$ cat config.mk
export PLATFORM = sky130hd
export DESIGN_NAME = temp_seg_display
export DESIGN_NICKNAME = d
export VERILOG_FILES = /design/src/rtl/temp_seg_display.sv
export SDC_FILE = /design/constraint.sdc
export NUM_CORES = 1
export LEC_CHECK = 0
export CORE_UTILIZATION = 45
export CTS_CLUSTER_SIZE = 24
export DETAILED_ROUTE_END_ITERATION = 10
export HOLD_SLACK_MARGIN = 0.05
export SKIP_CTS_REPAIR_TIMING = 1
export SYNTH_ARGS = -nofsm -noshare
export SYNTH_HDL_FRONTEND = slang
export SYNTH_SLANG_ARGS = --single-unit
$ cat constraint.sdc
create_clock -name CLK100MHZ -period 3.2 [get_ports CLK100MHZ]
set_input_delay 0.48 -clock CLK100MHZ [delete_from_list [all_inputs] [get_ports CLK100MHZ]]
set_output_delay 0.48 -clock CLK100MHZ [all_outputs]
set_load 0.05 [all_outputs]
$ cat src/rtl/temp_seg_display.sv
// Eight-digit multiplexed seven-segment driver: snapshots two bytes, converts each to BCD
// with a serial double-dabble loop and scans them out. Optional macro: LEADING_ZERO_BLANK_EN.
module temp_seg_display #(
    parameter int unsigned REFRESH_DIV = 100000
) (
    input  logic       CLK100MHZ,
    input  logic       CPU_RESETN,
    input  logic [7:0] left_data,
    input  logic [7:0] right_data,
    output logic [6:0] SEG,
    output logic       DP,
    output logic [7:0] AN,
    output logic       bcd_valid
);

    localparam int unsigned CNT_W  = (REFRESH_DIV > 1) ? $clog2(REFRESH_DIV) : 1;
    localparam int unsigned BCD_W  = 12;
    localparam int unsigned DATA_W = 8;

    typedef enum logic [1:0] {CAPTURE, SHIFT, COMMIT} conv_state_e;

    conv_state_e       state_q;
    logic [2:0]        shift_cnt_q;
    logic [DATA_W-1:0] lsh_q, rsh_q;
    logic [BCD_W-1:0]  lbcd_q, rbcd_q;
    logic [BCD_W-1:0]  ldisp_q, rdisp_q;
    logic              valid_q;

    logic [CNT_W-1:0]  cnt_q;
    logic [2:0]        idx_q;
    logic [6:0]        seg_q, seg_d;
    logic [7:0]        an_q, an_d;

    logic [3:0]        digit_c;
    logic              pos_blank_c;
    logic              zero_blank_c;
    logic [BCD_W-1:0]  ladj_c, radj_c;

    function automatic logic [BCD_W-1:0] add3(input logic [BCD_W-1:0] v);
        logic [BCD_W-1:0] r;
        r = v;
        for (int i = 0; i < 3; i++) begin
            if (v[i*4 +: 4] >= 4'd5) r[i*4 +: 4] = v[i*4 +: 4] + 4'd3;
        end
        return r;
    endfunction

    function automatic logic [6:0] seg_code(input logic [3:0] d);
        case (d)
            4'd0:    seg_code = 7'b1000000;
            4'd1:    seg_code = 7'b1111001;
            4'd2:    seg_code = 7'b0100100;
            4'd3:    seg_code = 7'b0110000;
            4'd4:    seg_code = 7'b0011001;
            4'd5:    seg_code = 7'b0010010;
            4'd6:    seg_code = 7'b0000010;
            4'd7:    seg_code = 7'b1111000;
            4'd8:    seg_code = 7'b0000000;
            4'd9:    seg_code = 7'b0010000;
            default: seg_code = 7'h7F;
        endcase
    endfunction

    assign ladj_c = add3(lbcd_q);
    assign radj_c = add3(rbcd_q);

    // Converter: capture, 8 add-3/shift steps, then atomic commit of all six digits.
    always_ff @(posedge CLK100MHZ or negedge CPU_RESETN) begin
        if (!CPU_RESETN) begin
            state_q     <= CAPTURE;
            shift_cnt_q <= 3'd0;
            lsh_q       <= '0;
            rsh_q       <= '0;
            lbcd_q      <= '0;
            rbcd_q      <= '0;
            ldisp_q     <= '0;
            rdisp_q     <= '0;
            valid_q     <= 1'b0;
        end else begin
            valid_q <= 1'b0;
            case (state_q)
                CAPTURE: begin
                    lsh_q       <= left_data;
                    rsh_q       <= right_data;
                    lbcd_q      <= '0;
                    rbcd_q      <= '0;
                    shift_cnt_q <= 3'd0;
                    state_q     <= SHIFT;
                end
                SHIFT: begin
                    lbcd_q      <= {ladj_c[BCD_W-2:0], lsh_q[DATA_W-1]};
                    rbcd_q      <= {radj_c[BCD_W-2:0], rsh_q[DATA_W-1]};
                    lsh_q       <= {lsh_q[DATA_W-2:0], 1'b0};
                    rsh_q       <= {rsh_q[DATA_W-2:0], 1'b0};
                    shift_cnt_q <= shift_cnt_q + 3'd1;
                    if (shift_cnt_q == 3'd7) state_q <= COMMIT;
                end
                COMMIT: begin
                    ldisp_q <= lbcd_q;
                    rdisp_q <= rbcd_q;
                    valid_q <= 1'b1;
                    state_q <= CAPTURE;
                end
                default: state_q <= CAPTURE;
            endcase
        end
    end

    // Digit selection for the current scan position; positions 3 and 7 are dark.
    always_comb begin
        digit_c      = 4'd0;
        pos_blank_c  = 1'b0;
        zero_blank_c = 1'b0;
        case (idx_q)
            3'd0: digit_c = rdisp_q[3:0];
            3'd1: digit_c = rdisp_q[7:4];
            3'd2: digit_c = rdisp_q[11:8];
            3'd4: digit_c = ldisp_q[3:0];
            3'd5: digit_c = ldisp_q[7:4];
            3'd6: digit_c = ldisp_q[11:8];
            default: pos_blank_c = 1'b1;
        endcase
`ifdef LEADING_ZERO_BLANK_EN
        case (idx_q)
            3'd1: zero_blank_c = (rdisp_q[11:4] == 8'd0);
            3'd2: zero_blank_c = (rdisp_q[11:8] == 4'd0);
            3'd5: zero_blank_c = (ldisp_q[11:4] == 8'd0);
            3'd6: zero_blank_c = (ldisp_q[11:8] == 4'd0);
            default: zero_blank_c = 1'b0;
        endcase
`endif
        an_d  = pos_blank_c ? 8'hFF : ~(8'd1 << idx_q);
        seg_d = (pos_blank_c || zero_blank_c) ? 7'h7F : seg_code(digit_c);
    end

    // Refresh counter, digit index and registered pin drivers.
    always_ff @(posedge CLK100MHZ or negedge CPU_RESETN) begin
        if (!CPU_RESETN) begin
            cnt_q <= '0;
            idx_q <= 3'd0;
            seg_q <= 7'h7F;
            an_q  <= 8'hFF;
        end else begin
            if (cnt_q == CNT_W'(REFRESH_DIV - 1)) begin
                cnt_q <= '0;
                idx_q <= idx_q + 3'd1;
            end else begin
                cnt_q <= cnt_q + CNT_W'(1);
            end
            seg_q <= seg_d;
            an_q  <= an_d;
        end
    end

    assign SEG       = seg_q;
    assign AN        = an_q;
    assign DP        = 1'b1;
    assign bcd_valid = valid_q;

endmodule
; ---- After elaboration in Yosys (flattened, before gate mapping)
; Memory sizes are Yosys's and may differ from the RTL's.
; Index checks and enable logic that the tools add are counted.
[totals]
reg_bits = 105
latch_bits = 0
ramBits = 0
romBits = 112
in_bits = 18
out_inout_bits = 17
word_cells = 63
memories = 1
[op_classes]
add_sub_neg = 9
mul = 0
n_div = 0
order_cmp = 6
eq_ne = 10
n_shift = 1
muxes = 18
bitwise_logic = 1
reduce_logical = 4
[mem_list]
columns = memory, words, word_bits, read_ports, rd_ports_with_merged_regs, wr, line_no
row1 = (name not given), 16, 7, 1, 0, 0, 49  ; case (d)
[op_table]
columns = operator, n
row1 = 12-bit one-hot mux with 2 select lines, 2
row2 = 8-bit one-hot mux with 2 select lines, 2
row3 = "4-bit by 3-bit greater-or-equal comparator with 1-bit output, second input constant", 6
row4 = 4-bit one-hot mux with 6 select lines, 1
row5 = "17-bit by 1-bit adder with 17-bit output, second input constant", 1
row6 = "17-bit == test, second input constant", 1
row7 = 17-bit two-way mux, 1
row8 = "4-bit by 2-bit adder with 4-bit output, second input constant", 4
row9 = 4-bit two-way mux, 4
row10 = "3-bit == test, second input constant", 4
row11 = 8-bit two-way mux, 1
row12 = 8-bit NOT, 1
row13 = "1-bit by 3-bit << shifter with 8-bit output, first input constant", 1
row14 = 7-bit two-way mux, 1
row15 = "3-bit by 1-bit adder with 3-bit output, second input constant", 2
row16 = "3-bit by 2-bit adder with 3-bit output, second input constant", 2
row17 = 3-bit two-way mux, 2
row18 = 3-bit one-hot mux with 2 select lines, 1
row19 = 6-bit OR reduction, 1
row20 = 2-bit one-hot mux with 2 select lines, 1
row21 = "3-bit by 1-bit == test with 1-bit output, second input constant", 1
row22 = "3-bit by 2-bit == test with 1-bit output, second input constant", 1
row23 = 3-bit zero test, 1
row24 = "2-bit by 1-bit == test with 1-bit output, second input constant", 1
row25 = other kinds (6), 6

; ---- Longest topological paths before layout
; An unclocked memory read counts as a cell.
[logic_depth]
depth_word = 4
depth_mapped = 11

; ---- Worst setup path before layout
; OpenSTA, ideal clock, no wires.
[synth_path]
kind = register to register
start = register idx_q[0]
end = register seg_q[0], in the netlist SEG[0]
setup_time_ns = 0.083
arrival_time_ns = 2.347
required_time_ns = 3.117
slack_ns = 0.769
stages_incl_launch_ff = 12
n_path_buf = 1
period_less_slack_ns = 2.431
path_cell_list = dfrtp_1 inv_1 ha_1 buf_2 a22oi_1 a21oi_1 a21oi_1 nor2_1 inv_1 ha_1 or4b_1 o311a_1
[synth_between]
elab_chain_cells = 4
[synth_lines]
columns = element, line_no
row1 = "start, declared", 30  ; logic [2:0] idx_q;
row2 = "start signal, assigned", 146  ; idx_q <= idx_q + 3'd1;
row3 = "3-bit == test, or another cell as far along", 114  ; case (idx_q)
row4 = 4-bit one-hot mux with 6 select lines, 114
row5 = memory 16 x 7 bit, -
row6 = 7-bit two-way mux (*), 133  ; seg_d = (pos_blank_c || zero_blank_c) ? 7'h7F : seg_code(digit_c);
row7 = net seg_d[0], 31  ; logic [6:0] seg_q, seg_d;
row8 = "end signal, assigned", 150  ; seg_q <= seg_d;
row9 = "end, declared", 31
; Mark *: on every way through the listed nets, which the timed path passes. The rest lies on a longest branch.
; A chain may end at the register's enable or synchronous reset.

; ---- Worst setup path in the final report
; Same ends and word-level chain as after synthesis.

==> results.yml <==
clocking:
  htree_levels: 3
  cts_tree: "done"
  cts_root_buf: "clkbuf_8"
  clock_path_buffers: 2
  clk_latency_ns: 0.37
  cts_buffers: 9
  cts_sinks: 105
  clk_pin_slew_ns: 0.10
pwr:
  vdd_drop_max_mv: 0.5591
  cellPowerDensity_mw_per_mm2: 649.6
  leakagePower_nw: 2.547
routing:
  first_pass_iters: 4
  drt_wl_total_um: 9029
  drc: 0
  vias: 3365
  routedWlPerCell_um: 13.89
  viasPerCell: 5.177
  drt_iter0_drc: 129
  ant_nets: 0
critical_path:
  critPathKind: "reg2reg"
  cp-start-kind: "flip-flop"
  critPathMaxStageDelay_ns: 0.54
  critPathMaxFanout: 13
  crit_path_end_kind: "flip-flop"
  worstPathArrival_ns: 3.09
  crit_buf_inv: 2
  crit_slowest_cell: "or4b_1"
  cp_cell_sequence: "inv_1, ha_1, a22oi_1, a21oi_1, a21oi_1, nor2_1, inv_1, ha_1, or4b_1, o311a_1"
  crit_required_ns: 3.50
  cp_top_family: "simple AND/OR/NAND/NOR gates"
final_layout:
  layout_commonest_cell: "dfrtp_1"
  areaGrowthSynthToFinish_pct: 14.11
  drive_above_1_share_pct: 11.18
  finish.instance_area_mm2: 0.005759
  nets: 549
  layout_common_cells: "dfrtp_1, nand2_1, o21ai_0"
  antenna_cells: 0
place:
  post-dp-hpwl_um: 6342
  place_congestion: 0.8200
  io_buffers: 33
  dpl_cell_area_mm2: 0.005468
sta:
  finalCriticalPeriod_ns: 2.794
  drv_slew: 0
  hold_viol: 0
  slew_headroom_pct: 46.35
  finalSetupViolations: 0
  rsz0062_at_grt: "false"
  fin_tns_setup_ns: 0
  fmax_mhz: 357.9
  worst_pin_slew_ns: 0.7988
  fin_crit_sh_pct: 87.31
  finalClockSkew_ns: 0.009594
synthesis:
  synth_edf_count: 0
  synthArstFlopShare_pct: 100.0
  yosysWarnings: 0
  yosys.area_share.simple_pct: 14.01
  synth_ff_type: "dfrtp_1"
  synth_compound_area_share_pct: 12.02
  netlist_instances: 483
  ys_types: 52
  yosysSeqAreaShare_pct: 52.43
  synth-xor-area-share_pct: 4.338
  synth_fa_ha_area_share_pct: 6.445
  syn_nets: 527
  synth_top_family_by_area: "simple AND/OR/NAND/NOR gates"
  ys_seq_elements: 105
  syn_area_per_cell_um2: 10.45
  synth.area.mux_share_pct: 6.569
  synth_area_mm2: 0.005047
outcome:
  status: "finished, final reports clean"
die:
  start_util_pct: 46.36
  io-pin-count: 35
  rows: 38
  coreArea_mm2: 0.01089
  die_h_um: 107.9
  dieArea_mm2: 0.01164
  die_w_um: 107.9
job:
  cap_violations: 0
hold_path:
  hp-class: "in2async"
global_route:
  grt_antenna_before_repair: 0
  grtUsageTotal_pct: 17.58
  grt_pass1_vias: 3357
  grt_pass1_wl_um: 15850
  grt_max_degree: 56
  overflow: 0
worst paths after layout:
check                           depth (start not counted)  slack (ns)          to  startpoint
worst max-delay path                                   10        0.41      SEG[0]    idx_q[0]
worst min-delay path                                    1        0.15   cnt_q[12]  CPU_RESETN
worst min register to register                          2        0.48  ldisp_q[8]  ldisp_q[8]
worst max register to register                         10        0.41      SEG[0]    idx_q[0]
max in group asynchronous                               2        2.34   lbcd_q[0]  CPU_RESETN
min in group CLK100MHZ                                  2        0.48  ldisp_q[8]  ldisp_q[8]
power by group:
| group | total [mW] | switching [mW] | internal [mW] |
|---|---|---|---|
| Clock | 1.13 | 0.436 | 0.699 |
| Combinational | 0.904 | 0.522 | 0.382 |
| Sequential | 1.70 | 0.154 | 1.55 |
final cells by class:
type                       count  area, um^2
fill                         990        5129
timing repair buffer          37       370.4
tap                          140       175.2
inverter                      22       82.58
clock buffer                  11       141.4
clock inverter                 5       150.1
sequential                   105        2646
multi-input combinational    330        2193
cells in the mapped netlist (all sizes together), types with 2 or more instances:
master,count,area [um^2]
dfrtp,90,2252
nand2,74,277.8
o21ai,56,280.3
ha,26,325.3
inv,22,82.58
a21oi,18,93.84
mux2,17,191.4
nor2,17,63.81
dfstp,15,394.1
xnor2,15,131.4
clkbuf,14,52.55
mux2i,14,140.1
nand3,13,65.06
buf,12,72.56
nand2b,10,62.56
xor2,10,87.58
nor3b,6,45.04
a22oi,5,37.54
nor3,4,20.02
o31ai,4,30.03
or3,4,25.02
a22o,3,26.28
nand4,3,18.77
nor2b,3,18.77
nor4,3,33.78
a222oi,2,20.02
and3,2,12.51
o22ai,2,12.51
o311a,2,20.02
or4,2,15.01
state kept, by name, summed over array words and instances (netlist names):
register / cells
cnt_q: 17
lbcd_q: 12
ldisp_q: 12
rbcd_q: 12
rdisp_q: 12
AN: 8
lsh_q: 8
rsh_q: 8
SEG: 7
idx_q: 3
shift_cnt_q: 3
state_q: 2
bcd_valid: 1
worst register-to-register path: stages, from the launching register on:
cell and delay, ns:
dfrtp_1 0.41, inv_1 0.18, ha_1 0.46, a22oi_1 0.18
a21oi_1 0.18, a21oi_1 0.09, nor2_1 0.22, inv_1 0.12
ha_1 0.20, or4b_1 0.54, o311a_1 0.13
per-layer routing:
| metal | GRT usage (%) | wire length (um) | vias to the layer above | share of wire (%) |
|---|---|---|---|---|
| met2 | 28.85 | 4321 | 42 | 48 |
| met1 | 22.54 | 4282 | 1630 | 47 |
| met5 | 0 | 0 | - | 0 |
| met4 | 5.186 | 146 | 0 | 1.6 |
| met3 | 5.085 | 278 | 12 | 3.1 |
| li1 | - | - | 1681 | - |
per-stage QoR:
step           hold slack (ns)  utilization, %  power, mW  setup WS, ns  instances
4_1_cts                 0.1546           52.90      3.791        0.4052        650
6_report                0.1491           52.90      3.741        0.4061        650
5_1_grt                 0.1923           52.90      3.964        0.1480        650
3_3_place_gp            0.4622           50.22      2.614        0.5811        634
3_5_place_dp            0.4701           50.22      2.641        0.4429        634
2_1_floorplan           0.1844               -      2.370        0.7692        483
cell families after synthesis:
family / Yosys count
simple gates: 147
flops: 105
compound gates: 100
buf+inv: 48
mux: 31
fa+ha+maj: 26
xor+xnor: 25
other cells: 1
Note: power is estimated with default switching activity, not from simulation.
